==> src/rtl/wb_merge.sv <==
// Write-back merge: pipeline write-back plus buffered result channels
// share one register-file write port, round-robin in free cycles.
module wb_merge #(
  parameter int DATA_W     = 32,
  parameter int RF_AW      = 5,
  parameter int NUM_CH     = 2,
  parameter int FIFO_DEPTH = 4,
  parameter int STARVE_LIM = 8
) (
  input  logic                       clk,
  input  logic                       rst,
  input  logic                       pipe_wen,
  input  logic [RF_AW-1:0]           pipe_waddr,
  input  logic [DATA_W-1:0]          pipe_wdata,
  input  logic [NUM_CH-1:0]          ch_valid,
  output logic [NUM_CH-1:0]          ch_ready,
  input  logic [NUM_CH*RF_AW-1:0]    ch_waddr,
  input  logic [NUM_CH*DATA_W-1:0]   ch_wdata,
  output logic                       wb_reg_wen,
  output logic [RF_AW-1:0]           wb_reg_waddr,
  output logic [DATA_W-1:0]          wb_reg_wdata,
  output logic [(1<<RF_AW)-1:0]      pend_mask,
  output logic                       wb_stall_req
);

  localparam int AW = $clog2(FIFO_DEPTH);
  localparam int PW = AW + 1;
  localparam int CW = (NUM_CH > 1) ? $clog2(NUM_CH) : 1;
  localparam int SW = $clog2(STARVE_LIM + 1);

  logic [RF_AW-1:0]      m_addr   [NUM_CH][FIFO_DEPTH];
  logic [DATA_W-1:0]     m_data   [NUM_CH][FIFO_DEPTH];
  logic [FIFO_DEPTH-1:0] slot_vld [NUM_CH];
  logic [PW-1:0]         wr_ptr   [NUM_CH];
  logic [PW-1:0]         rd_ptr   [NUM_CH];
  logic [SW-1:0]         cnt      [NUM_CH];

  logic [NUM_CH-1:0] full;
  logic [NUM_CH-1:0] empty;
  logic [NUM_CH-1:0] push;
  logic [NUM_CH-1:0] pop;

  logic [CW-1:0]     rr_ptr;
  logic [CW-1:0]     rr_nxt;
  logic [CW-1:0]     gnt_idx;
  logic              pipe_gnt;
  logic              fifo_gnt;
  logic [RF_AW-1:0]  head_addr;
  logic [DATA_W-1:0] head_data;

  // FIFO status from registered pointers; zero-address pushes are dropped
  always_comb begin
    for (int i = 0; i < NUM_CH; i++) begin
      empty[i] = (wr_ptr[i] == rd_ptr[i]);
      full[i]  = (wr_ptr[i][AW-1:0] == rd_ptr[i][AW-1:0]) &&
                 (wr_ptr[i][AW] != rd_ptr[i][AW]);
      push[i]  = ch_valid[i] && !full[i] &&
                 (ch_waddr[i*RF_AW +: RF_AW] != '0);
    end
  end

  assign ch_ready = ~full;

  // Pipeline first, then round-robin search from rr_ptr
  always_comb begin
    int idx;
    idx      = 0;
    pipe_gnt = pipe_wen && (pipe_waddr != '0);
    fifo_gnt = 1'b0;
    gnt_idx  = '0;
    if (!pipe_gnt) begin
      for (int k = 0; k < NUM_CH; k++) begin
        idx = (int'(rr_ptr) + k) % NUM_CH;
        if (!fifo_gnt && !empty[idx]) begin
          fifo_gnt = 1'b1;
          gnt_idx  = CW'(idx);
        end
      end
    end
    for (int i = 0; i < NUM_CH; i++) begin
      pop[i] = fifo_gnt && (gnt_idx == CW'(i));
    end
    rr_nxt    = (int'(gnt_idx) + 1 == NUM_CH) ? '0 : gnt_idx + 1'b1;
    head_addr = m_addr[gnt_idx][rd_ptr[gnt_idx][AW-1:0]];
    head_data = m_data[gnt_idx][rd_ptr[gnt_idx][AW-1:0]];
  end

  // FIFO storage, written at the tail on accepted pushes
  always_ff @(posedge clk) begin
    for (int i = 0; i < NUM_CH; i++) begin
      if (push[i]) begin
        m_addr[i][wr_ptr[i][AW-1:0]] <= ch_waddr[i*RF_AW +: RF_AW];
        m_data[i][wr_ptr[i][AW-1:0]] <= ch_wdata[i*DATA_W +: DATA_W];
      end
    end
  end

  // FIFO pointers, per-slot valid bits and round-robin pointer
  always_ff @(posedge clk) begin
    if (!rst) begin
      rr_ptr <= '0;
      for (int i = 0; i < NUM_CH; i++) begin
        wr_ptr[i]   <= '0;
        rd_ptr[i]   <= '0;
        slot_vld[i] <= '0;
      end
    end else begin
      if (fifo_gnt) rr_ptr <= rr_nxt;
      for (int i = 0; i < NUM_CH; i++) begin
        if (pop[i]) begin
          rd_ptr[i] <= rd_ptr[i] + 1'b1;
          slot_vld[i][rd_ptr[i][AW-1:0]] <= 1'b0;
        end
        if (push[i]) begin
          wr_ptr[i] <= wr_ptr[i] + 1'b1;
          slot_vld[i][wr_ptr[i][AW-1:0]] <= 1'b1;
        end
      end
    end
  end

  // Starvation counters: count ungranted cycles while non-empty
  always_ff @(posedge clk) begin
    for (int i = 0; i < NUM_CH; i++) begin
      if (!rst || empty[i] || pop[i]) begin
        cnt[i] <= '0;
      end else if (cnt[i] != SW'(STARVE_LIM)) begin
        cnt[i] <= cnt[i] + 1'b1;
      end
    end
  end

  // Stall request from saturated counters only
  always_comb begin
    wb_stall_req = 1'b0;
    for (int i = 0; i < NUM_CH; i++) begin
      if (cnt[i] == SW'(STARVE_LIM)) wb_stall_req = 1'b1;
    end
  end

  // Pending-write mask over every queued entry
  always_comb begin
    pend_mask = '0;
    for (int i = 0; i < NUM_CH; i++) begin
      for (int j = 0; j < FIFO_DEPTH; j++) begin
        if (slot_vld[i][j]) pend_mask[m_addr[i][j]] = 1'b1;
      end
    end
    pend_mask[0] = 1'b0;
  end

  // Register-file write port register
  always_ff @(posedge clk) begin
    if (!rst) begin
      wb_reg_wen   <= 1'b0;
      wb_reg_waddr <= '0;
      wb_reg_wdata <= '0;
    end else begin
      wb_reg_wen <= pipe_gnt || fifo_gnt;
      if (pipe_gnt) begin
        wb_reg_waddr <= pipe_waddr;
        wb_reg_wdata <= pipe_wdata;
      end else if (fifo_gnt) begin
        wb_reg_waddr <= head_addr;
        wb_reg_wdata <= head_data;
      end
    end
  end

endmodule

==> config.mk <==
export PLATFORM = sky130hd
export DESIGN_NAME = wb_merge
export DESIGN_NICKNAME = d
export VERILOG_FILES = /design/src/rtl/wb_merge.sv
export SDC_FILE = /design/constraint.sdc
export NUM_CORES = 1
export LEC_CHECK = 0
export ABC_AREA = 0
export CORE_MARGIN = 8
export CORE_UTILIZATION = 44
export CTS_CLUSTER_DIAMETER = 150
export DETAILED_ROUTE_END_ITERATION = 7
export MAX_ROUTING_LAYER = met4
export PLACE_DENSITY = 0.64
export SLEW_MARGIN = 20
export SYNTH_ARGS = -nofsm -noshare
export SYNTH_HDL_FRONTEND = slang
export SYNTH_SLANG_ARGS = --single-unit
==> constraint.sdc <==
create_clock -name clk -period 2.5 [get_ports clk]
set_input_delay 0.25 -clock clk [delete_from_list [all_inputs] [get_ports clk]]
set_output_delay 0.25 -clock clk [all_outputs]
set_load 0.01 [all_outputs]
==> results.rst, run 1 <==
.. list-table::
   :header-rows: 1

   * - Metric
     - Value
   * - Run status
     - complete, but fails checks
   * - Violated checks
     - negative setup slack
   * - Critical path required time
     - 2.25 ns
   * - Setup slack at placement
     - -0.322 ns
   * - Achievable frequency
     - 388 MHz
   * - Horizontal extent of the die
     - about 210 um
   * - Via count of the first global-routing pass
     - 13200
   * - Cell Area, Synth
     - about 0.017 mm2
   * - Power density of the placed cells
     - 872 mW/mm2
   * - Library cell with the largest summed area after synthesis
     - sky130_fd_sc_hd__edfxtp_1
   * - Clock tree from TritonCTS
     - done
   * - Sequential area share after synthesis
     - about 63%
   * - Syn_nets
     - 1385
   * - Setup WS post-layout
     - -0.0767 ns
   * - Number of maximum-capacitance violations
     - 0
   * - Post-CTS Hold Buffers
     - 0
   * - CP Buf/Inv Count
     - 4
   * - Library cell used as clock root buffer
     - sky130_fd_sc_hd__clkbuf_16
   * - Die height
     - between 200 and 250 um
   * - Estimated wirelength of the detail-placed design
     - 36300 um
   * - Power Total
     - 0.0194 W
   * - Number of antenna violations at the first check in global routing
     - 3
   * - Average vias per placed instance
     - 6.11
   * - Largest voltage drop on the vdd net
     - roughly 630 uV
   * - Post-route clock skew
     - roughly 0.025 ns
   * - Flop and latch count out of synthesis
     - 363
   * - Number of flops mapped to enable cells by yosys
     - 320
   * - Category of the worst setup path capture point
     - output port
   * - Number of library cell types mapped by synthesis
     - 66
   * - Average wire per standard cell
     - 25.8 um
   * - Final count of pins violating max slew
     - 0
   * - Mapped Cells
     - around 1200
   * - First-pass GRT wire length
     - 81400 um
   * - Clock slew at reported path FFs
     - around 0.060 ns
   * - Number of nets in the layout
     - 1720
   * - Area of the placeable core
     - 0.0375 mm2
   * - Setup Total Neg Slack
     - -0.161 ns
   * - Vias
     - 13000
   * - Largest stage delay on the critical path
     - 0.60 ns
   * - I/O pin count
     - roughly 190
   * - Initial core utilization
     - approximately 45%
   * - Clock sink count
     - 363
   * - Dominant cell by count in the synthesized netlist
     - sky130_fd_sc_hd__edfxtp_1
   * - Final hold violation count
     - 0
   * - Worst path most repeated cell
     - sky130_fd_sc_hd__buf_6
   * - Weighted congestion at the end of routability-driven global placement
     - 0.998
   * - Htree depth
     - 2
   * - Commonest cells in the synthesized netlist
     - 320 x sky130_fd_sc_hd__edfxtp_1, 117 x sky130_fd_sc_hd__o22ai_1, 67 x sky130_fd_sc_hd__mux2i_1
   * - GR Util All Layers
     - 24.8%
   * - Mapped Avg Cell Area
     - between 10 and 15 um2
   * - Relative slew slack
     - 50.7%
   * - Total gr overflow
     - 0
   * - Maximum fanout along the worst path
     - 3
   * - Post-route fraction of the period consumed by the critical path
     - 103%
   * - Worst Tran Pin Value
     - 0.740 ns
   * - Maximum root-to-sink buffer count
     - 3
   * - Top-area cell type share of the netlist area
     - 57.5%
   * - Row Count
     - 71
   * - Critical path start-end classification
     - flip-flop to output port
   * - Port-buffer cells
     - around 190
   * - Layout fillers
     - 3005
   * - YS warnings
     - 0
   * - Fraction of layout cells with a size suffix above 1
     - 23.7%
   * - Crit path max-delay family
     - simple AND/OR/NAND/NOR gates
   * - Clock Latency Late Sink
     - ~0.55 ns
   * - CP Launch Type
     - flip-flop
   * - Violation count after the first detailed-routing iteration
     - around 1500
   * - Sequence of cells on the critical path
     - buf_6 -> buf_6 -> nand3b_1 -> buf_4 -> o22ai_2 -> or4_4 -> buf_6
   * - Layout overhead on the synthesized area
     - 33.2%
   * - Async set-reset flop share out of synthesis
     - 0%
   * - Number of clock buffers inserted by TritonCTS
     - 39
   * - Drt drc
     - 0
   * - Maximum number of pins on one net before global-route repair
     - 117
   * - Cell types with the largest area share after synthesis
     - sky130_fd_sc_hd__edfxtp_1 58%, sky130_fd_sc_hd__dfxtp_1 5.2%, sky130_fd_sc_hd__o22ai_1 4.4%
   * - Unrepaired setup endpoints after global routing
     - true
   * - Tmin final
     - 2.58 ns
   * - Slowest cell on the critical path
     - sky130_fd_sc_hd__or4_4
   * - Number of detailed-route iterations in the first pass
     - 6
   * - Arrival time at the worst endpoint
     - 2.33 ns
   * - Total setup violations reported at the end of the flow
     - 6
   * - Leakage component of the power
     - 7.78 nW
   * - Total wire length
     - 54900 um
   * - Primary flip-flop cell chosen by synthesis mapping
     - sky130_fd_sc_hd__edfxtp_1
   * - Worst hold path class
     - input port to flip-flop
   * - Die Area
     - 0.0444 mm2
   * - Antenna Nets Post-Route
     - 0
[report_power, final]
group	switching [W]	leakage, nW	total, W	internal, W
registers	0.000372	3.33	0.00785	0.00748
clock network	0.00232	0.681	0.00627	0.00395
logic	0.00297	3.77	0.00528	0.00230
[metrics by stage]
stage	instance area [um2]	instances	util (%)	hold WS [ns]
finish	22300	2129	59.4	0.330
global placement	20000	1984	53.4	0.516
CTS	22000	2114	58.7	0.296
detailed placement	20000	1984	53.4	0.518
floorplan	16700	1249	-	0.349
global route	22300	2128	59.4	0.334
[final timing paths]
path / slack (ns) / from / to / depth (start not counted)
max reg2reg: 0.05 / wr_ptr[0][2] / wb_reg_wdata[10] / 8
min reg2reg: 0.51 / wb_reg_wdata[31] / wb_reg_wdata[31] / 2
max: -0.08 / m_addr[1][17] / pend_mask[22] / 7
min: 0.33 / ch_wdata[63] / m_data[1][127] / 1
[worst reg2reg max path: cells and delay by family (launching register included)]
kind	cells	cell delay (ns)
and+or+nand+nor	1	0.11
buffers and inverters	2	0.36
xor gates and xnor gates	1	0.23
DFF	1	0.45
AOI/OAI and AO/OA	4	1.20
[placed cells by master (no fill, tap or decap), drive strengths merged, types with 5 or more instances in the layout]
| cell | netlist | final |
|---|---|---|
| a22oi | 29 | 29 |
| nor2 | 39 | 39 |
| nor2b | 55 | 55 |
| buf | 23 | 219 |
| mux2i | 67 | 67 |
| xor2 | 5 | 5 |
| clkbuf | 62 | 55 |
| inv | 21 | 22 |
| nor4 | 11 | 11 |
| edfxtp | 320 | 320 |
| o22ai | 117 | 117 |
| bufinv | 0 | 8 |
| a211o | 62 | 62 |
| nand2 | 46 | 46 |
| ha | 20 | 20 |
| nor3 | 7 | 7 |
| or3 | 8 | 8 |
| and3 | 9 | 9 |
| mux4 | 9 | 9 |
| and2 | 11 | 11 |
| clkdlybuf4s50 | 0 | 156 |
| a31oi | 31 | 31 |
| or4 | 32 | 32 |
| clkinv | 0 | 6 |
| dfxtp | 43 | 43 |
| nand3 | 34 | 34 |
| mux2 | 5 | 5 |
| xnor2 | 9 | 9 |
| a21oi | 15 | 15 |
| a211oi | 60 | 60 |
| nand3b | 40 | 40 |
| or3b | 17 | 17 |
| o221ai | 5 | 5 |
[cell type report]
cell class	instances	area [um2]	share of cell area, %
clock inverter	18	303	1.36
timing repair buffer	379	3610	16.2
sequential	363	10500	47.0
multi-input combinational	780	6040	27.1
inverter	21	78.8	0.354
tap	511	639	2.87
antenna	4	10.0	0.0450
clock buffer	53	1110	4.99
[metal layers]
metal,vias to the layer above,wire [um],GRT usage [%]
li1,5724,-,-
met1,6362,22800,31.4
met2,755,25200,38.1
met3,161,4950,6.35
met4,0,1910,9.15
met5,-,0,-
[state kept, by name, indices dropped and copies added, names as in the netlist]
register,flops
wb_reg_waddr,5
rr_ptr,1
wb_reg_wen,1
wb_reg_wdata,32
m_addr,40
m_data,256
wr_ptr,6
slot_vld,8
rd_ptr,6
cnt,8
[what timing repair did]
action | 4_1_cts | 5_1_grt
endpoints found under the hold margin | 0 | 0
setup endpoints to repair | 33 | 30
pin swaps | 5 | 17
gates resized for setup | 160 | 50
setup buffers | 59 | 13
[kinds of logic after synthesis]
| group | share of synthesized area (%) |
|---|---|
| multiplexers | 5.57 |
| other | 0.0225 |
| adder cells (fa/ha/maj) | 1.50 |
| flip-flops | 62.7 |
| XOR/XNOR | 0.734 |
| buffers and inverters | 2.87 |
| AND/OR/NAND/NOR | 11.3 |
| AO/OA/AOI/OAI | 15.3 |
Note: power is estimated with default switching activity, not from simulation.
==> run 2, diff against run 1 <==
GPL_TIMING_DRIVEN = 0   (was default)
MAX_ROUTING_LAYER = default   (was met4)
SKIP_CTS_REPAIR_TIMING = 1   (was default)
==> run 2 against run 1 <==
The run still ends with negative setup slack left. Setup slack lost 0.23 ns. Utilization shrank 0.50 points. First-iteration DRC count shrank 6.5%. Hold slack improved by 0.024 ns. Largest cell class unchanged. Highest routed layer is now met5.
==> results.rst, run 2 (synthesis results as in run 1) <==
.. list-table::
   :header-rows: 1

   * - Metric
     - Value
   * - Run status
     - complete, but fails checks
   * - Violated checks
     - negative setup slack
   * - Total gr overflow
     - 0
   * - Combinational cell fraction of total power
     - 30.5%
   * - Crit path max-delay family
     - simple AND/OR/NAND/NOR gates
   * - Net switching power
     - about 0.006 W
   * - Number of cells traversed by the worst hold path
     - 1
   * - WHS Endpoint
     - m_data[0][37]
   * - Final count of pins violating max slew
     - 0
   * - Number of detailed-route iterations in the first pass
     - 6
   * - Sequence of cells on the critical path
     - nand3_2 -> o22ai_1 -> or4_1 -> clkdlybuf4s50_1
   * - Final hold violation count
     - 0
   * - Max FFs per register
     - ~260
   * - Largest voltage drop on the vdd net
     - 563 uV
   * - Relative slew slack
     - 35.3%
   * - Clock Latency Late Sink
     - around 0.53 ns
   * - Cell area reported after detailed placement
     - 0.0192 mm2
   * - Weighted congestion at the end of routability-driven global placement
     - 0.946
   * - Initial core utilization
     - 44.5%
   * - Power density of the placed cells
     - 858 mW/mm2
   * - Area of the placeable core
     - between 0.03 and 0.04 mm2
   * - Power Total
     - between 0.015 and 0.02 W
   * - Antenna Nets Post-Route
     - 0
   * - Hold_ws
     - roughly 0.35 ns
   * - Largest stage delay on the critical path
     - around 0.61 ns
   * - Number of antenna repair diodes
     - 0
   * - Setup WS post-layout
     - -0.312 ns
   * - Commonest cells after routing, fill and taps aside
     - 320 x sky130_fd_sc_hd__edfxtp_1, 159 x sky130_fd_sc_hd__clkdlybuf4s50_1, 111 x sky130_fd_sc_hd__o22ai_1
   * - Category of the worst setup path capture point
     - output port
   * - Maximum root-to-sink buffer count
     - 3
   * - Total wire length
     - around 60000 um
   * - Register cell area after layout
     - 0.0105 mm2
   * - Non-filler instance count after layout
     - 2128
   * - Fraction of layout cells with a size suffix above 1
     - 22.3%
   * - Die height
     - 211 um
   * - I/O pin count
     - approximately 190
   * - Horizontal extent of the die
     - roughly 210 um
   * - Unrepaired setup endpoints after global routing
     - true
   * - Row Count
     - 71
   * - CP Buf/Inv Count
     - 1
   * - Multi-input logic area
     - just over 0.006 mm2
   * - Reg2reg end
     - wb_reg_wdata[17]
   * - Slowest cell on the critical path
     - sky130_fd_sc_hd__or4_1
   * - Post-route core utilization
     - between 50% and 60%
   * - Number of clock buffers inserted by TritonCTS
     - 38
   * - Clock sink count
     - ~360
   * - Clock slew at reported path FFs
     - around 0.070 ns
   * - Arrival time at the worst endpoint
     - 2.56 ns
   * - Number of maximum-capacitance violations
     - 0
   * - Maximum number of pins on one net before global-route repair
     - 39
   * - First-pass GRT wire length
     - 82100 um
   * - Maximum fanout along the worst path
     - 8
   * - Met2 wire len
     - around 28000 um
   * - Tmin final
     - 2.81 ns
   * - Worst hold path startpoint
     - ch_wdata[5]
   * - Fraction of power consumed by the clock network
     - 27.9%
   * - Int Pwr
     - 0.0129 W
   * - Worst Tran Pin Value
     - 0.970 ns
   * - R2r startpoint
     - wr_ptr[0][0]
   * - Cells after DPL
     - 1946
   * - Via count of the first global-routing pass
     - ~13000
   * - Vias
     - 13100
   * - Estimated wirelength of the detail-placed design
     - 38700 um
   * - Worst Reg-to-Reg Cells
     - 7
   * - Most frequent standard cell in the layout excluding fill and tap cells
     - sky130_fd_sc_hd__edfxtp_1
   * - Total setup violations reported at the end of the flow
     - 14
   * - Port-buffer cells
     - between 150 and 200
   * - Layout fillers
     - 3074
   * - Critical path start-end classification
     - flip-flop to output port
   * - Highest metal layer with signal wires
     - met5
   * - Number of nets in the layout
     - 1723
   * - Average wire per standard cell
     - 28.1 um
   * - Post-route clock skew
     - 0.0182 ns
   * - Library cell used as clock root buffer
     - sky130_fd_sc_hd__clkbuf_16
   * - Achievable frequency
     - 356 MHz
   * - Clock tree from TritonCTS
     - done
   * - Layout overhead on the synthesized area
     - 32.1%
   * - Post-route fraction of the period consumed by the critical path
     - 112%
   * - R2R Setup Slk
     - -0.01 ns
   * - Worst hold path class
     - input port to flip-flop
   * - Switching share of total power
     - a little under a third
   * - Post-route design area
     - 0.0221 mm2
   * - Critical path required time
     - 2.25 ns
   * - Leakage component of the power
     - 7.82 nW
   * - Die Area
     - 0.0444 mm2
   * - Reg power frac
     - 41.6%
   * - Htree depth
     - 2
   * - Routed length on met3
     - between 5000 and 6000 um
   * - CP Launch Type
     - flip-flop
   * - Wire length the detailed router placed on met1
     - around 24000 um
   * - Average vias per placed instance
     - between 6 and 7
   * - Number of antenna violations at the first check in global routing
     - 1
   * - GR Util All Layers
     - 24.5%
   * - Drt drc
     - 0
   * - Violation count after the first detailed-routing iteration
     - roughly 1400
run 2: cell count changes in the layout (fill, tap and decap cells not counted), moves of 9 or more:
cell | before | now
sky130_fd_sc_hd__and2_4 | 1 | 13
sky130_fd_sc_hd__buf_2 | 23 | 12
sky130_fd_sc_hd__buf_4 | 142 | 93
sky130_fd_sc_hd__clkbuf_1 | 8 | 25
sky130_fd_sc_hd__clkbuf_2 | 2 | 29
sky130_fd_sc_hd__clkinv_2 | 3 | 12
sky130_fd_sc_hd__dlymetal6s2s_1 | 0 | 10
run 2: metrics by stage:
stage / setup TNS, ns / setup slack [ns]
after CTS: -88.04 / -0.689
after floorplan: 0 / 0.0294
after detailed placement: -75.38 / -0.691
final: -1.99 / -0.312
after global routing: -3.55 / -0.344
after global placement: -265.54 / -0.953
run 2: worst max path at each step:
stage | from | end | slack, ns | cells past startpoint
floorplan | rd_ptr[0][1] | wb_reg_waddr[2] | 0.03 | 8
CTS | slot_vld[0][2] | pend_mask[20] | -0.69 | 5
finish | m_addr[0][6] | pend_mask[31] | -0.31 | 4
global placement | ch_waddr[6] | m_data[1][124] | -0.95 | 4
global route | m_addr[0][18] | pend_mask[7] | -0.34 | 6
detailed placement | rd_ptr[1][1] | wb_reg_wdata[27] | -0.69 | 7
run 2: metal layers:
layer  up-vias  global-route usage [%]
li1       5745                       -
met1      6485                    32.2
met2       774                    40.0
met3       143                    5.07
met4         2                    8.78
met5         -                       0
run 2: final cells by class:
type                    count  area share [%]
multi-input cells         784            28.1
inverters                  21           0.357
well taps                 511            2.90
clock inverters            19           0.488
plain buffers              69            2.24
clock buffers              51            4.76
flip-flops and latches    363            47.4
repair buffers            310            13.7
run 2: power by group through the flow:
stage / Sequential, W / Clock (W) / Combinational [W]
floorplan: 0.00792 / 0 / 0.00268
global placement: 0.00797 / 0 / 0.00469
detailed placement: 0.00797 / 0 / 0.00473
CTS: 0.00785 / 0.00533 / 0.00475
global route: 0.00795 / 0.00556 / 0.00606
finish: 0.00788 / 0.00529 / 0.00577
run 2: worst register-to-register path, cell delays in order, from the launching register on:
cell	delay [ns]
sky130_fd_sc_hd__edfxtp_1	0.52
sky130_fd_sc_hd__xor2_4	0.26
sky130_fd_sc_hd__o31a_1	0.38
sky130_fd_sc_hd__o31ai_4	0.34
sky130_fd_sc_hd__nand3_4	0.26
sky130_fd_sc_hd__buf_8	0.23
sky130_fd_sc_hd__a211o_1	0.23
sky130_fd_sc_hd__a31oi_1	0.21
